$ cat config.mk
export PLATFORM = sky130hd
export DESIGN_NAME = vote_tally
export DESIGN_NICKNAME = d
export VERILOG_FILES = /design/src/rtl/vote_tally.sv
export SDC_FILE = /design/constraint.sdc
export NUM_CORES = 1
export LEC_CHECK = 0
export BUFFER_PORTS_ARGS = -buffer_cell sky130_fd_sc_hd__buf_2
export CORE_UTILIZATION = 42
export DETAILED_ROUTE_END_ITERATION = 8
export PLACE_DENSITY_LB_ADDON = 0.15
export SLEW_MARGIN = 10
export SYNTH_ARGS = -nofsm -noshare
export SYNTH_HDL_FRONTEND = slang
export SYNTH_SLANG_ARGS = --single-unit
$ cat constraint.sdc
create_clock -name clk -period 16.3 [get_ports clk]
set_input_delay 3.26 -clock clk [delete_from_list [all_inputs] [get_ports clk]]
set_output_delay 3.26 -clock clk [all_outputs]
set_load 0.005 [all_outputs]
$ cat src/rtl/vote_tally.sv
// vote_tally: multi-candidate ballot counter.
//   One push-button level per candidate; a single rising edge while polls are
//   open counts one vote, then a lockout window blocks further votes.
//   Simultaneous presses and votes for a saturated candidate are refused.
// Ports:
//   clk            - system clock, rising edge
//   resetCounter_n - asynchronous active-low reset
//   clear          - synchronous clear of all tallies (priority over voting)
//   vote_en        - polls open
//   vote_in        - per-candidate button levels (synchronised, debounced)
//   count_out      - candidate i count at [i*CNT_W +: CNT_W]
//   total_out      - sum of all counts
//   leader_out     - lowest index holding the maximum count
//   tie            - two or more candidates hold the maximum
//   accept/reject  - one-cycle result pulses
//   busy           - lockout active

// Per-candidate saturating counter.
module vote_tally_lane #(
    parameter int CNT_W = 10
) (
    input  logic             clk,
    input  logic             rst_n,
    input  logic             i_clr,
    input  logic             i_inc,
    output logic [CNT_W-1:0] o_cnt,
    output logic             o_sat
);
    logic [CNT_W-1:0] r_cnt;

    always_ff @(posedge clk or negedge rst_n) begin
        if (!rst_n)
            r_cnt <= '0;
        else if (i_clr)
            r_cnt <= '0;
        else if (i_inc && !o_sat)
            r_cnt <= r_cnt + CNT_W'(1);
    end

    assign o_cnt = r_cnt;
    assign o_sat = &r_cnt;
endmodule

module vote_tally #(
    parameter int NUM_CAND = 4,
    parameter int CNT_W    = 10,
    parameter int LOCK_CYC = 8,
    localparam int TOT_W   = CNT_W + $clog2(NUM_CAND),
    localparam int LEAD_W  = ($clog2(NUM_CAND) > 1) ? $clog2(NUM_CAND) : 1
) (
    input  logic                      clk,
    input  logic                      resetCounter_n,
    input  logic                      clear,
    input  logic                      vote_en,
    input  logic [NUM_CAND-1:0]       vote_in,
    output logic [NUM_CAND*CNT_W-1:0] count_out,
    output logic [TOT_W-1:0]          total_out,
    output logic [LEAD_W-1:0]         leader_out,
    output logic                      tie,
    output logic                      accept,
    output logic                      reject,
    output logic                      busy
);
    localparam int TMR_W = $clog2(LOCK_CYC + 1);
    localparam logic [NUM_CAND-1:0] LSB1 = {{(NUM_CAND-1){1'b0}}, 1'b1};

    typedef enum logic {S_IDLE, S_LOCK} state_t;

    state_t                         r_state, w_state_nxt;
    logic [TMR_W-1:0]               r_tmr, w_tmr_nxt;
    logic [NUM_CAND-1:0]            r_prev;
    logic [TOT_W-1:0]               r_total;
    logic                           r_accept, r_reject;
    logic                           w_acc_nxt, w_rej_nxt, w_take;
    logic [NUM_CAND-1:0]            w_rise, w_inc, w_sat;
    logic                           w_single, w_hit_sat;
    logic [NUM_CAND-1:0][CNT_W-1:0] w_cnt;
    logic [CNT_W-1:0]               w_max;
    logic [LEAD_W-1:0]              w_lead;
    logic                           w_seen, w_tie;

    // Edge register runs unconditionally, so a button held through lockout
    // has already been absorbed into r_prev and cannot vote later.
    always_ff @(posedge clk or negedge resetCounter_n) begin
        if (!resetCounter_n) r_prev <= '0;
        else                 r_prev <= vote_in;
    end

    assign w_rise    = vote_in & ~r_prev;
    // Exactly one bit set: nonzero and clearing the lowest set bit leaves zero.
    assign w_single  = (w_rise != '0) && ((w_rise & (w_rise - LSB1)) == '0);
    // Only meaningful when w_single; selects the saturation flag of that lane.
    assign w_hit_sat = |(w_rise & w_sat);
    assign w_inc     = w_take ? w_rise : '0;

    genvar g;
    generate
        for (g = 0; g < NUM_CAND; g++) begin : g_lane
            vote_tally_lane #(.CNT_W(CNT_W)) u_lane (
                .clk   (clk),
                .rst_n (resetCounter_n),
                .i_clr (clear),
                .i_inc (w_inc[g]),
                .o_cnt (w_cnt[g]),
                .o_sat (w_sat[g])
            );
            assign count_out[g*CNT_W +: CNT_W] = w_cnt[g];
        end
    endgenerate

    always_comb begin
        w_state_nxt = r_state;
        w_tmr_nxt   = r_tmr;
        w_acc_nxt   = 1'b0;
        w_rej_nxt   = 1'b0;
        w_take      = 1'b0;
        if (clear) begin
            w_state_nxt = S_IDLE;
            w_tmr_nxt   = '0;
        end else begin
            case (r_state)
                S_IDLE: begin
                    if (vote_en && (w_rise != '0)) begin
                        if (w_single && !w_hit_sat) begin
                            w_take      = 1'b1;
                            w_acc_nxt   = 1'b1;
                            w_state_nxt = S_LOCK;
                            w_tmr_nxt   = TMR_W'(LOCK_CYC);
                        end else begin
                            w_rej_nxt   = 1'b1;
                        end
                    end
                end
                S_LOCK: begin
                    // Leaving on timer==1 gives exactly LOCK_CYC busy cycles.
                    if (r_tmr == TMR_W'(1)) begin
                        w_state_nxt = S_IDLE;
                        w_tmr_nxt   = '0;
                    end else begin
                        w_tmr_nxt   = r_tmr - TMR_W'(1);
                    end
                end
                default: begin
                    w_state_nxt = S_IDLE;
                    w_tmr_nxt   = '0;
                end
            endcase
        end
    end

    always_ff @(posedge clk or negedge resetCounter_n) begin
        if (!resetCounter_n) begin
            r_state  <= S_IDLE;
            r_tmr    <= '0;
            r_accept <= 1'b0;
            r_reject <= 1'b0;
            r_total  <= '0;
        end else begin
            r_state  <= w_state_nxt;
            r_tmr    <= w_tmr_nxt;
            r_accept <= w_acc_nxt;
            r_reject <= w_rej_nxt;
            if (clear)       r_total <= '0;
            else if (w_take) r_total <= r_total + TOT_W'(1);
        end
    end

    // Strict '>' keeps the lowest index on equal counts.
    always_comb begin
        w_max  = '0;
        w_lead = '0;
        w_seen = 1'b0;
        w_tie  = 1'b0;
        for (int i = 0; i < NUM_CAND; i++) begin
            if (w_cnt[i] > w_max) begin
                w_max  = w_cnt[i];
                w_lead = LEAD_W'(i);
            end
        end
        for (int i = 0; i < NUM_CAND; i++) begin
            if (w_cnt[i] == w_max) begin
                if (w_seen) w_tie = 1'b1;
                w_seen = 1'b1;
            end
        end
    end

    assign total_out  = r_total;
    assign leader_out = w_lead;
    assign tie        = w_tie;
    assign accept     = r_accept;
    assign reject     = r_reject;
    assign busy       = (r_state == S_LOCK);
endmodule

==> results of run 1 <==
[flip-flops by register name (all words and copies together), names as in the netlist]
register	count
accept	1
r_tmr	4
r_prev	4
busy	1
reject	1
total_out	12
g_lane.u_lane.o_cnt	40
[placed cells by master, fill, tap and decap left out, types with 4 or more instances in the layout]
| master | count |
|---|---|
| sky130_fd_sc_hd__buf_2 | 65 |
| sky130_fd_sc_hd__dfrtp_1 | 63 |
| sky130_fd_sc_hd__nor2_1 | 62 |
| sky130_fd_sc_hd__xnor2_1 | 48 |
| sky130_fd_sc_hd__ha_1 | 38 |
| sky130_fd_sc_hd__nand2_1 | 36 |
| sky130_fd_sc_hd__inv_1 | 35 |
| sky130_fd_sc_hd__nand4_1 | 33 |
| sky130_fd_sc_hd__xor2_1 | 25 |
| sky130_fd_sc_hd__a21oi_1 | 24 |
| sky130_fd_sc_hd__o21ai_0 | 21 |
| sky130_fd_sc_hd__nor3_1 | 20 |
| sky130_fd_sc_hd__nand3_1 | 16 |
| sky130_fd_sc_hd__a211oi_2 | 10 |
| sky130_fd_sc_hd__a211oi_1 | 10 |
| sky130_fd_sc_hd__and3_1 | 10 |
| sky130_fd_sc_hd__clkbuf_16 | 9 |
| sky130_fd_sc_hd__mux2i_1 | 8 |
| sky130_fd_sc_hd__or3_1 | 7 |
| sky130_fd_sc_hd__a2111oi_4 | 6 |
| sky130_fd_sc_hd__nand2b_1 | 5 |
| sky130_fd_sc_hd__o211a_1 | 5 |
| sky130_fd_sc_hd__and4_1 | 4 |
| sky130_fd_sc_hd__nor2b_1 | 4 |
| sky130_fd_sc_hd__mux2_2 | 4 |
| sky130_fd_sc_hd__a21o_1 | 4 |
| sky130_fd_sc_hd__a221oi_1 | 4 |
[worst min-delay path, delay by kind of cell (launching register included)]
family                    cells  cell delay, ns
and+or+nand+nor               1            0.08
xor gates and xnor gates      1            0.07
DFF                           1            0.36
[cell type report]
class,instances,area share [%]
Clock buffer,12,4.26
Clock inverter,3,1.04
Inverter,36,2.16
Multi-Input combinational cell,473,58.4
Sequential cell,63,25.2
Tap cell,172,3.44
Timing Repair Buffer,68,5.56
[worst paths after layout]
path,start,to,slack (ns)
setup / recovery,g_lane[0].u_lane.o_cnt[0]$_DFFE_PN0P_,tie,4.03
hold / removal,total_out[11]$_DFFE_PN0P_,total_out[11]$_DFFE_PN0P_,0.55
setup reg to reg,g_lane[2].u_lane.o_cnt[0]$_DFFE_PN0P_,g_lane[0].u_lane.o_cnt[7]$_DFFE_PN0P_,12.89
hold reg to reg,total_out[11]$_DFFE_PN0P_,total_out[11]$_DFFE_PN0P_,0.55
max in group asynchronous,resetCounter_n,g_lane[0].u_lane.o_cnt[1]$_DFFE_PN0P_,12.67
min in group asynchronous,resetCounter_n,g_lane[3].u_lane.o_cnt[7]$_DFFE_PN0P_,3.10
[synthesized netlist by cell type, types with 5 or more instances]
library cell | n | area share (%)
sky130_fd_sc_hd__nand2_1 | 36 | 2.4
sky130_fd_sc_hd__nand3_1 | 16 | 1.4
sky130_fd_sc_hd__xor2_1 | 25 | 3.9
sky130_fd_sc_hd__nand4_1 | 33 | 3.7
sky130_fd_sc_hd__o211a_1 | 5 | 0.90
sky130_fd_sc_hd__ha_1 | 38 | 8.5
sky130_fd_sc_hd__buf_6 | 5 | 1.0
sky130_fd_sc_hd__o21ai_0 | 21 | 1.9
sky130_fd_sc_hd__or3_1 | 7 | 0.78
sky130_fd_sc_hd__nor3_1 | 21 | 1.9
sky130_fd_sc_hd__a211oi_2 | 10 | 2.2
sky130_fd_sc_hd__inv_1 | 35 | 2.4
sky130_fd_sc_hd__a211oi_1 | 10 | 1.3
sky130_fd_sc_hd__dfrtp_1 | 63 | 28
sky130_fd_sc_hd__nand2b_1 | 5 | 0.56
sky130_fd_sc_hd__xnor2_1 | 48 | 7.5
sky130_fd_sc_hd__nor2_1 | 62 | 4.2
sky130_fd_sc_hd__and3_1 | 10 | 1.1
sky130_fd_sc_hd__a21oi_1 | 24 | 2.2
sky130_fd_sc_hd__mux2i_1 | 8 | 1.4
sky130_fd_sc_hd__buf_2 | 6 | 0.54
sky130_fd_sc_hd__clkbuf_1 | 13 | 0.87
sky130_fd_sc_hd__a2111oi_4 | 6 | 3.0
[logic make-up after synthesis]
kind of cell	Yosys count	synth area share, %
compound gates	119	19.8
buf+inv	67	6.45
mux	13	2.51
simple gates	228	22.5
xor+xnor	75	12.0
fa+ha+maj	38	8.51
flops	63	28.2
[stage by stage]
step / area (sq um) / total power [mW] / hold slack, ns
5_1_grt: 6260 / 0.462 / 0.603
2_1_floorplan: 5590 / 0.218 / 0.528
4_1_cts: 6260 / 0.447 / 0.557
6_report: 6260 / 0.443 / 0.547
3_5_place_dp: 5930 / 0.234 / 0.541
3_3_place_gp: 5930 / 0.233 / 0.524
[routing by layer]
| layer | share of wire (%) | global-route usage [%] | up-vias |
|---|---|---|---|
| met4 | 2.7 | 9.66 | 0 |
| met1 | 46 | 32.7 | 2340 |
| li1 | - | - | 2292 |
| met3 | 5.9 | 4.67 | 33 |
| met2 | 45 | 35.9 | 133 |
| met5 | 0 | 0 | - |
[report_power, final]
part / switching, mW / internal [mW]
logic: 0.0400 / 0.0280
clock network: 0.0672 / 0.145
registers: 0.00335 / 0.159
total: 0.111 / 0.332
==> results.md, run 1 <==
- The run finished with clean final reports.
- In the final routed layout, each cell accounts on average for approximately 19 um.
- The number of hold violations in the final report is 0.
- Pin placement for this block handled between 60 and 70 I/O pins.
- Setup repair after global routing left no endpoint under its margin.
- Before CTS, the worst setup slack after placement is around 4.5 ns.
- The critical path is of the register to output port type.
- Relative to the synthesized area, the layout overhead comes to 12.1%.
- The via count of the first global-routing pass came to 4,759.
- At the end of routability-driven placement, the weighted congestion stood at approximately 0.94.
- Counting the buffers created by CTS gives 9.
- The worst setup path is captured at an output port.
- Synthesis instantiated between 70 and 80 different standard cells from the library.
- The cell area that synthesis handed to floorplanning was around 0.0056 sq mm.
- Summing all multi-input logic gate instances after layout gives between 0.003 and 0.004 sq mm.
- Measured along the y axis, the die boundary spans roughly 120 um.
- In the synthesized netlist, the number of instances is 603.
- In the final layout, the share of cells above drive strength 1 is roughly 22%.
- The startpoint type of the worst setup path is a register.
- The combined flip-flop and latch cell area is approximately 0.0016 sq mm.
- The final layout net count is 697.
- Counting buffers and inverters, the worst setup path is 28 cells deep.
- The mean number of vias per cell is ~5.8.
- In this run the standard cell core region covers ~0.013 sq mm.
- The worst reg-to-reg path cell count is 11.
- Counting flops and latches in the post-synthesis netlist gives 63.
- Once detailed placement completed, the half-perimeter wirelength came to about 12,000 um.
- The detailed router placed around 4,800 vias in this run.
- For this design the static power due to leakage is about 2.8 nW.
- The final setup TNS is 0 ns.
- IR analysis of the VDD net gives a maximum drop of 0.0704 mV.
- During synthesis, Yosys emitted a total of 0 warnings.
- In the routed design, unresolved DRC markers number 0.
- In the finished design, the share of the clock period the worst path needs comes to 75.3%.
- For the worst-skew pair, the clock arrives at the later sink with an insertion delay of 0.33 ns.
- Static timing analysis puts the maximum clock frequency at 81.5 MHz.
- The portion of the post-synthesis area used by sequential elements is about 28%.
- The number of fill cells in the layout is 1,229.
- The maximum clock path buffer count is 2.
- The average cell area after synthesis is ~9 sq um.
- The TritonCTS clock tree is yes.
- After clock tree synthesis, the clock-pin slew on the worst setup and hold paths is approximately 0.050 ns.
- The buffer count from post-CTS setup fixing is 0.
- The path category of the worst min-delay check is register to register.
- The number of antenna violations at the first check in global routing was 0.
- The flip-flop cell with the highest count after synthesis is sky130_fd_sc_hd__dfrtp_1.
- The die covers approximately 0.014 sq mm.
- At the worst endpoint, the required time is 13.04 ns.
- The maximum single-stage delay on the critical path is ~0.84 ns.
- The maximum number of pins on one net before global-route repair is 64.
- The setup skew after layout is between 0.005 and 0.006 ns.
- The number of gates resized after CTS was 0.
- After layout, the minimum clock period comes to 12.27 ns.
- The total length of routed wires is around 16,000 um.
- The finished layout holds just over 800 standard cells, fillers aside.
- The H-tree generated during clock tree synthesis spans 3 levels.
- In this run the remaining antenna-violating nets after routing total 0.
- The max-slew violation count is 0.
- After layout, the worst setup slack is between 4 and 5 ns.
- The total global-route track usage is about a quarter.
- After global routing the overflow that remains totals 0.
- The cell count after placement is approximately 810.
- The worst pin sits at a relative slew slack of between 30% and 40%.
- The number of buffers and inverters on the critical path is 4.
- The starting density of the core is between 40% and 50%.
- The first global-routing pass estimated ~26,000 um of wire.
- The repair_antennas step left the layout with diodes totalling 0.
- The first TritonRoute pass finished after 4 iterations.
- The category of cells accounting for the largest share of critical-path delay is compound AO/OA/AOI/OAI gates.
- The critical path's slowest cell is sky130_fd_sc_hd__a21oi_2.
- The floorplan row count is 41.
- The worst hold path depth is 2.
- In this run the clock root is driven by a sky130_fd_sc_hd__clkbuf_16.
- The total number of clock tree sinks is 63.
- The iteration-0 DRC count of the detailed router is approximately 360.
- Setup violations remaining at the end of the flow were counted as 0.
- The number of buffers inserted by port buffering is between 60 and 70.
- In this run the horizontal extent of the chip is between 100 and 150 um.
- The data arrival time of the worst path is around 9.0 ns.
- Power spread over the standard cell area amounts to ~71 mW/mm^2.
- For this run, the share of the core covered by cells in the final layout is about half.
- The cell type with the highest occurrence count on the critical path is sky130_fd_sc_hd__ha_1.
- Synthesis produced a netlist with a net count of about 650.
- The number of synthesized flops with an enable pin is 0.
- In this run, post-CTS hold repair placed 0 buffers.
- The slew of the pin with the lowest slew margin is 1.05 ns.
- For this run, asynchronously set or reset flops after synthesis account for 100%.
- Max-cap violations in this run came to 0.
- The largest fanout on the critical path is 16.
Note: power is estimated with default switching activity, not from simulation.
==> run 2: changes to the inputs <==
Clock period 16.3 ns to 11.75 ns, I/O delays scaled along.
==> results.md, run 2 (synthesis gave the netlist of run 1 again) <==
- The flow ran to the end, and the final reports show no timing, DRC or antenna violations.
- Measured along the y axis, the die boundary spans roughly 120 um.
- The largest fanout on the critical path is 16.
- The detailed router finished its first iteration with 364 violations.
- The via count of the first global-routing pass is about 4,600.
- The maximum clock path buffer count is 2.
- The max-slew violation count is 0.
- The total number of clock tree sinks is 63.
- In this run the horizontal extent of the chip is about 120 um.
- The cell type with the highest occurrence count on the critical path is sky130_fd_sc_hd__ha_1.
- The clock tree synthesis step divided the H-tree into 3 levels.
- The number of flip-flops in the largest register is 40.
- The category of cells accounting for the largest share of critical-path delay is compound AO/OA/AOI/OAI gates.
- The floorplan has ~40 rows.
- In the layout the commonest cells are 65 x sky130_fd_sc_hd__buf_2, 63 x sky130_fd_sc_hd__dfrtp_1, 62 x sky130_fd_sc_hd__nor2_1.
- The path category of the worst min-delay check is register to register.
- TritonCTS built the clock tree.
- Together, buffers and inverters on the worst path number 4.
- The number of buffers inserted by port buffering is 65.
- The startpoint of the most critical setup path is g_lane[0].u_lane.o_cnt[0]$_DFFE_PN0P_.
- Pin placement for this block handled 66 I/O pins.
- After clock tree synthesis, the clock-pin slew on the worst setup and hold paths is 0.05 ns.
- The first-pass iteration count of the detailed router is 4.
- The startpoint identified for the worst register-to-register timing path is g_lane[2].u_lane.o_cnt[0]$_DFFE_PN0P_.
- The placer's final routability congestion estimate is just over 0.9.
- The total setup violations reported at the end of the flow is 0.
- The slack of the critical path is ~0.58 ns.
- The number of antenna violations at the first check in global routing was 0.
- The starting density of the core is around 44%.
- Among all stages on the critical path, the largest delay is contributed by sky130_fd_sc_hd__a211oi_1.
- In this run the remaining antenna-violating nets after routing total 0.
- The slew of the pin with the lowest slew margin is roughly 1.1 ns.
- Setup total negative slack on the finished layout was measured at 0 ns.
- The number of hold violations in the final report was 0.
- The final period utilization is ~95%.
- The data arrival time of the worst path is about 8.8 ns.
- The setup skew after layout is 0.00720 ns.
- The detailed placer's ending HPWL is roughly 12,000 um.
- The overall overflow remaining after global route is 0.
- The worst setup path is launched from a register.
- The routed layout has 4,799 vias.
- The worst hold path passes through 2 cells.
- The first global-routing pass estimated between 20,000 and 30,000 um of wire.
- The final routed wire length divided by cell count is about 19 um.
- For this run, design rule violations remaining after detail routing come to 0.
- The headroom to the max-slew limit is between 20 and 30%.
- The peak supply drop is 0.0826 mV.
- The total area inside the core boundary comes to 0.0128 sq mm.
- The worst reg-to-reg path cell count is 11.
- Entering global routing, the biggest net connects 64 pins.
- STA puts the critical path data required time at about 9.4 ns.
- Setup repair after global routing left no endpoint under its margin.
- The clock period minus worst slack is between 10 and 15 ns.
- The root buffer cell chosen for the clock tree is sky130_fd_sc_hd__clkbuf_16.
- The number of fill cells in the layout is 1,250.
- After the last flow step, the layout net total stands at ~700.
- For this run, the slowest stage of the critical path takes a little over 0.6 ns.
- The die covers 0.0138 sq mm.
- Global routing consumed, over all layers together, a little under a quarter of the routing resources.
- The layout cell share with drive strength beyond 1 is roughly 22%.
- The tool flagged a number of max-cap violations equal to 0.
- The area of the multi-input gates is ~0.0037 sq mm.
- The number of stages on the worst setup path is 28.
- The classification of the worst setup path is register to output port.
- The maximum operating frequency is 89.5 MHz.
- Summed over all layers, the routed wires come to 16,000 um.
- In this run the static leakage power is between 2 and 3 nW.
- OpenSTA, run right after detailed placement, puts the worst setup slack at ~0.76 ns.
- STA classifies the critical path endpoint as an output port.
- The most common library cell in the layout ignoring fill and taps is sky130_fd_sc_hd__buf_2.
- Power spread over the standard cell area amounts to about 90 mW/mm^2.
- Relative to the synthesized area, the layout overhead comes to 11.7%.
- 0 antenna diodes ended up in the layout.
- The total of hold buffers inserted after clock tree synthesis is 0.
- The mean number of vias per cell is ~5.8.
- TritonCTS created 9 clock buffers.
- The clock reaches the later pin of the worst-skew pair after 0.32 ns.
- The startpoint identified for the worst hold timing path is total_out[11]$_DFFE_PN0P_.
- In the final layout, flip-flops and latches occupy 0.00158 sq mm.
-- run 2: cell count changes in the layout (fill, tap and decap cells not counted), sizes merged --
cell      change
bufinv        -1
clkinvlp      +1
clkbuf        -2
clkinv        +3
buf           +1
-- run 2: area by class of cell --
cell class                      instances  area share [%]
Inverter                               36            2.17
Sequential cell                        63            25.3
Multi-Input combinational cell        473            58.8
Clock buffer                           10            3.67
Timing Repair Buffer                   69            5.69
Clock inverter                          6           0.983
Tap cell                              172            3.45
-- run 2: worst paths after layout --
path,end,slack (ns)
max,tie,0.58
min,total_out[11]$_DFFE_PN0P_,0.54
max reg2reg,g_lane[0].u_lane.o_cnt[7]$_DFFE_PN0P_,8.31
min reg2reg,total_out[11]$_DFFE_PN0P_,0.54
max in group asynchronous,g_lane[0].u_lane.o_cnt[0]$_DFFE_PN0P_,9.04
min in group asynchronous,g_lane[3].u_lane.o_cnt[7]$_DFFE_PN0P_,2.19
-- run 2: what timing repair did --
action                     in CTS  in global routing
setup endpoints to repair       0                  1
gates resized for setup         0                  2
setup buffers                   0                  0
-- run 2: worst min-delay path: cells and delay by family, from the launching register on --
family           cells  cell delay [ns]
XOR/XNOR             1             0.07
flip-flops           1             0.35
AND/OR/NAND/NOR      1             0.07
-- run 2: where the power goes --
group,internal (mW),total (mW),switching [mW]
logic,0.0390,0.0953,0.0564
clock network,0.163,0.256,0.0930
registers,0.221,0.226,0.00477
total,0.423,0.577,0.154
-- run 2: metal layers --
metal | global-route usage [%] | wire [um]
met1 | 33.9 | 7660
met2 | 36.1 | 7390
met3 | 3.31 | 747
met4 | 7.79 | 211
met5 | 0 | 0
-- run 2: stage by stage --
step                power [mW]  instances  hold WS [ns]  cell area [sq um]  utilization [%]
CTS                      0.583        829         0.543               6230             48.8
finish                   0.577        829         0.537               6240             48.8
floorplan                0.302        603         0.528               5590                -
global placement         0.323        813         0.524               5940             46.5
detailed placement       0.324        813         0.526               5940             46.5
global route             0.602        829         0.573               6240             48.8
